### src/rtl/wavetable_osc.sv
// rtl/wavetable_osc.sv - wavetable oscillator: phase accumulator, table read, optional linear interpolation
//
// Optional feature macro: WAVETABLE_OSC_INTERP_EN
//   defined   : two table reads (idx, idx+1) and linear interpolation, tick-to-valid latency 4
//   undefined : single read, truncated-phase lookup, tick-to-valid latency 3
//
// Ports:
//   clk          in   system clock, rising edge
//   rst_n        in   asynchronous active-low reset
//   sample_tick  in   one-cycle request for a new sample
//   gate         in   voice on (1) / silent (0), sampled at accepted tick
//   phase_inc    in   [PHASE_W] unsigned phase step per accepted tick
//   ram_addr     out  [9] wavetable read address
//   ram_re       out  wavetable read enable
//   ram_ce       out  wavetable chip enable (mirrors ram_re)
//   ram_rdata    in   [16] offset-binary table data, valid the cycle after ram_re
//   sample       out  [16] signed two's-complement sample, registered
//   sample_valid out  one-cycle strobe when sample updates
//   busy         out  high while not idle
//   overrun      out  sticky: tick arrived while busy

module wavetable_osc #(
    parameter int PHASE_W = 24
) (
    input  logic               clk,
    input  logic               rst_n,
    input  logic               sample_tick,
    input  logic               gate,
    input  logic [PHASE_W-1:0] phase_inc,
    output logic [8:0]         ram_addr,
    output logic               ram_re,
    output logic               ram_ce,
    input  logic [15:0]        ram_rdata,
    output logic [15:0]        sample,
    output logic               sample_valid,
    output logic               busy,
    output logic               overrun
);

`ifdef WAVETABLE_OSC_INTERP_EN
    localparam int FW = PHASE_W - 9;

    typedef enum logic [2:0] {
        IDLE = 3'd0,
        RD0  = 3'd1,
        RD1  = 3'd2,
        CAP  = 3'd3,
        CALC = 3'd4
    } state_t;
`else
    typedef enum logic [1:0] {
        IDLE = 2'd0,
        RD0  = 2'd1,
        CAP  = 2'd2,
        CALC = 2'd3
    } state_t;
`endif

    state_t             state_q, state_d;
    logic [PHASE_W-1:0] phase_q, phase_d;
    logic [8:0]         idx_q, idx_d;
    logic [15:0]        s0_q, s0_d;
    logic [15:0]        sample_q, sample_d;
    logic               valid_q, valid_d;
    logic               overrun_q, overrun_d;
    logic [15:0]        y;

`ifdef WAVETABLE_OSC_INTERP_EN
    logic [FW-1:0]           frac_q, frac_d;
    logic [15:0]             s1_q, s1_d;
    logic signed [16:0]      diff;
    logic signed [FW:0]      frac_s;
    logic signed [PHASE_W+8:0] prod;
    logic signed [PHASE_W+8:0] prod_sh;

    // Offset-binary samples are compared as unsigned, so the difference
    // needs the extra sign bit; frac is zero-extended to stay positive.
    always_comb begin
        diff    = $signed({1'b0, s1_q}) - $signed({1'b0, s0_q});
        frac_s  = $signed({1'b0, frac_q});
        prod    = (PHASE_W+9)'(diff) * (PHASE_W+9)'(frac_s);
        prod_sh = prod >>> FW;
        y       = s0_q + prod_sh[15:0];
    end
`else
    always_comb begin
        y = s0_q;
    end
`endif

    always_comb begin
        state_d   = state_q;
        phase_d   = phase_q;
        idx_d     = idx_q;
        s0_d      = s0_q;
        sample_d  = sample_q;
        valid_d   = 1'b0;
        overrun_d = overrun_q;
        ram_re    = 1'b0;
        ram_addr  = 9'd0;
`ifdef WAVETABLE_OSC_INTERP_EN
        frac_d    = frac_q;
        s1_d      = s1_q;
`endif

        // Any tick outside IDLE (including CALC) is dropped and flagged.
        if (sample_tick && (state_q != IDLE)) begin
            overrun_d = 1'b1;
        end

        case (state_q)
            IDLE: begin
                if (sample_tick) begin
                    if (gate) begin
                        idx_d   = phase_q[PHASE_W-1 -: 9];
`ifdef WAVETABLE_OSC_INTERP_EN
                        frac_d  = phase_q[PHASE_W-10:0];
`endif
                        phase_d = phase_q + phase_inc;
                        state_d = RD0;
                    end else begin
                        phase_d  = '0;
                        sample_d = 16'h0000;
                        valid_d  = 1'b1;
                    end
                end
            end
            RD0: begin
                ram_re   = 1'b1;
                ram_addr = idx_q;
`ifdef WAVETABLE_OSC_INTERP_EN
                state_d  = RD1;
`else
                state_d  = CAP;
`endif
            end
`ifdef WAVETABLE_OSC_INTERP_EN
            RD1: begin
                ram_re   = 1'b1;
                ram_addr = idx_q + 9'd1;
                s0_d     = ram_rdata;
                state_d  = CAP;
            end
`endif
            CAP: begin
`ifdef WAVETABLE_OSC_INTERP_EN
                s1_d    = ram_rdata;
`else
                s0_d    = ram_rdata;
`endif
                state_d = CALC;
            end
            CALC: begin
                sample_d = y ^ 16'h8000;
                valid_d  = 1'b1;
                state_d  = IDLE;
            end
            default: begin
                state_d = IDLE;
            end
        endcase
    end

    always_ff @(posedge clk or negedge rst_n) begin
        if (!rst_n) begin
            state_q   <= IDLE;
            phase_q   <= '0;
            idx_q     <= '0;
            s0_q      <= '0;
            sample_q  <= '0;
            valid_q   <= 1'b0;
            overrun_q <= 1'b0;
`ifdef WAVETABLE_OSC_INTERP_EN
            frac_q    <= '0;
            s1_q      <= '0;
`endif
        end else begin
            state_q   <= state_d;
            phase_q   <= phase_d;
            idx_q     <= idx_d;
            s0_q      <= s0_d;
            sample_q  <= sample_d;
            valid_q   <= valid_d;
            overrun_q <= overrun_d;
`ifdef WAVETABLE_OSC_INTERP_EN
            frac_q    <= frac_d;
            s1_q      <= s1_d;
`endif
        end
    end

    assign ram_ce       = ram_re;
    assign sample       = sample_q;
    assign sample_valid = valid_q;
    assign busy         = (state_q != IDLE);
    assign overrun      = overrun_q;

endmodule

### config.mk
export PLATFORM = sky130hd
export DESIGN_NAME = wavetable_osc
export DESIGN_NICKNAME = d
export VERILOG_FILES = /design/src/rtl/wavetable_osc.sv
export SDC_FILE = /design/constraint.sdc
export NUM_CORES = 1
export LEC_CHECK = 0
export ABC_AREA = 1
export BUFFER_PORTS_ARGS = -buffer_cell sky130_fd_sc_hd__buf_2
export CAP_MARGIN = 20
export CORE_MARGIN = 4
export CORE_UTILIZATION = 40
export DETAILED_ROUTE_END_ITERATION = 12
export HOLD_SLACK_MARGIN = 0.03
export RECOVER_POWER = 25
export REMOVE_ABC_BUFFERS = 1
export SYNTH_ARGS = -nofsm -noshare
export SYNTH_HDL_FRONTEND = slang
export SYNTH_SLANG_ARGS = --single-unit
### constraint.sdc
create_clock -name clk -period 4.65 [get_ports clk]
set_clock_uncertainty 0.2 [all_clocks]
set_input_delay 0.2325 -clock clk [delete_from_list [all_inputs] [get_ports clk]]
set_output_delay 0.2325 -clock clk [all_outputs]
set_load 0.05 [all_outputs]
==> out/qor.yml <==
logic_synthesis:
  synthTopCellsByArea: "dfrtp_1 (39%), nand2_1 (21%), inv_1 (10%)"
  synthCells: 635
  synth_top_area_cell: "dfrtp_1"
  distinct_cell_type_count_after_synthesis: 32
  syn_area_per_cell_sq_um: 6.975
  synth_top_area_share_pct: 38.98
  synth.ff_latch_count: 69
  sequential_area_share_after_synthesis_pct: 38.98
  ys_warn_count: 0
  synthesis.area_sq_mm: 0.004429
critical_path:
  cp-startpoint: "rst_n"
  r2r_start: "state_q[0]"
  r2r-end: "phase_q[0]"
  data_arrival_time_of_the_worst_path_ns: 2.85
  critical_path_peak_fanout: 35
  crit_path_max_incr_delay_ns: 1.45
  path_class: "input pin to async pin"
  critical_path.endpoint: "phase_q[0]"
  rrSetupSlack_ns: 2.08
  timing.critical_path.to_type: "async pin"
  startpoint_type: "input pin"
  required_ns: 4.91
  worst_path_max_delay_cell: "clkbuf_1"
  ff2ff_path_depth: 5
  cp_cell_sequence: "dlygate4sd3_1 -> clkbuf_1 -> buf_4"
outcome:
  failed_checks: "capacitance limit, slew limit"
  result_of_the_run: "finished, violations left"
min_path:
  worstHoldPathCells: 5
  hp-start: "phase_inc[23]"
  timing.hold.worst.class: "input pin to flip-flop"
grt:
  grtUsageTotal_pct: 18.02
  first_pass_grt_wire_length_um: 18790
  grt_antenna_before_repair: 0
  grt_pass1_vias: 4059
  globalRoute.totalOverflow: 0
  maximum_number_of_pins_on_one_net_before_global_route_repair: 36
floorplan:
  io-pin-count: 74
  dieArea_sq_mm: 0.01282
  die_w_um: 113.2
  floorplan.initialDensity_pct: 40.86
  fp.dieH_um: 113.2
  rows: 38
  core_area_sq_mm: 0.01084
sta:
  post-route-min-period_ns: 2.589
  fin_setup_tns_ns: 0
  timing.final.setup_violations: 0
  max_freq_mhz: 386.2
  final_count_of_pins_violating_max_slew: 36
  tightestPinTransition_ns: 2.052
  fin_crit_sh_pct: 55.68
  timing.hold.ws_ns: 0.04643
  hold_viol_final: 0
  timing.max_slew.rel_slack_pct: -36.77
  rsz0062_at_grt: "no"
cts:
  clock_sink_count: 69
  cts.htree.levels: 3
  ctsHoldBuffers: 19
  clk_root_buffer_cell: "clkbuf_8"
  tritoncts: "done"
  postCtsSetupRepairBufs: 0
  clock_path_buffers: 2
  clk_transition_reported_paths_ns: 0.09
  cts_made_buffers: 9
  insertion_delay_ns: 0.35
  post_cts_resized: 0
drt:
  vias_post_dr: 4078
  post_detailed_route_count_of_antenna_violating_nets: 0
  drt_first_pass_iters: 4
  post_drt_wl_per_cell_um: 12.49
  drt-initial-drc-count: 162
  totalWireLength_um: 10890
  route.detailed.vias_per_inst: 4.677
  drt_drc_violations_left: 0
power:
  cell_internal_pwr_mw: 1.696
  p_leak_nw: 3.063
  netSwitchingFraction_pct: 48.47
  seqPwrFrac_pct: 29.8
  highest_ir_drop_seen_on_vdd_v: 0.0003730
  switchingPower_mw: 1.596
  combinationalPowerShare_pct: 52.5
  power.density_mw_per_mm2: 619.4
  post-layout-total-power_mw: 3.292
  p_clk_share_pct: 17.7
place:
  hpwl_um: 8195
  gpl.final_weighted_congestion: 0.8842
  place.detailed.instances: 837
  io_buffer_count: 73
final_layout:
  finalNonFillerCells: 872
  nFillCells: 1131
  syn_to_layout_area_delta_pct: 20.00
  n_antenna_cell: 0
  final_layout_size_suffix_gt1_share_pct: 12.98
  final_util_pct: 49.03
  final_net_count: 799
flow_run:
  drv_cap: 1
cells by family (layout without fill, tap and decap cells):
group / Yosys count / after routing / share of synthesized area [%]
adder cells (fa/ha/maj): 28 / 28 / 8.079
flip-flops: 69 / 69 / 38.98
AO/OA/AOI/OAI: 72 / 72 / 10.48
buffers and inverters: 132 / 229 / 11.67
XOR/XNOR: 2 / 2 / 0.3956
AND/OR/NAND/NOR: 331 / 331 / 30.14
multiplexers: 1 / 1 / 0.2542
area by class of cell:
cell class	instances	area [sq um]	share of cell area, %
clock inverter	7	105.1	1.977
sequential	69	1727	32.49
inverter	120	450.4	8.475
clock buffer	9	123.9	2.331
multi-input combinational	434	2186	41.13
tap	140	175.2	3.296
timing repair buffer	93	548.0	10.31
power by group through the flow:
stage / sequential, mW / combinational [mW] / clock, mW
after CTS: 0.982 / 1.76 / 0.597
after detailed placement: 0.991 / 1.74 / 0
final: 0.982 / 1.73 / 0.583
after floorplan: 1.16 / 1.14 / 0
after global routing: 1.01 / 1.96 / 0.623
after global placement: 0.982 / 1.70 / 0
worst max-delay path: cells and delay by family:
kind,cells,cell delay [ns]
buffers and inverters,3,2.59
stage by stage:
stage          area [sq um]  setup slack [ns]
2_1_floorplan          4363             2.376
3_3_place_gp           4911             2.185
3_5_place_dp           4911             2.039
4_1_cts                5330             1.999
5_1_grt                5315             1.570
6_report               5315             2.061
per-layer routing:
metal	GRT usage [%]	wire length, um	vias to the layer above
met5	0	0	-
met4	4.968	159	0
met3	5.080	624	15
met2	30.29	5130	77
met1	22.75	4977	1845
li1	-	-	2141
sequential cells by signal, indices dropped and copies added (netlist names):
signal and flops:
s0_q 16, phase_q 24, state_q 2, overrun 1, idx_q 9, sample_valid 1
sample 16
synthesized netlist by cell type (all sizes together):
| library cell | count |
|---|---|
| nand2 | 251 |
| inv | 119 |
| dfrtp | 69 |
| nor2 | 36 |
| nand3 | 31 |
| o21ai | 30 |
| ha | 27 |
| a21oi | 23 |
| o22ai | 16 |
| clkbuf | 7 |
| buf | 5 |
| nand4 | 5 |
| nand3b | 3 |
| a22o | 2 |
| nor3 | 2 |
| or2 | 2 |
| a21o | 1 |
| and2 | 1 |
| clkinv | 1 |
| fa | 1 |
| mux2 | 1 |
| xnor2 | 1 |
| xor2 | 1 |
layout by cell type (no fill, tap or decap), types with 2 or more instances in the layout:
cell,n
a21oi_1,23
a22o_1,2
buf_2,61
bufinv_16,2
clkbuf_1,12
clkbuf_8,9
dfrtp_1,69
dlygate4sd3_1,19
ha_1,27
inv_1,119
inv_6,3
nand2_1,248
nand2_2,2
nand3_1,30
nand3b_1,3
nand4_1,5
nor2_1,36
nor3_1,2
o21ai_0,28
o22ai_1,6
o22ai_2,10
how the worst min path moves through the flow:
stage,slack [ns],to
after floorplan,-0.26,idx_q[0]
after global placement,0.17,phase_q[10]
after detailed placement,0.19,phase_q[11]
after CTS,0.03,phase_q[23]
after global routing,0.08,phase_q[23]
final,0.05,phase_q[23]
No activity file was read; power rests on OpenSTA's default activity.
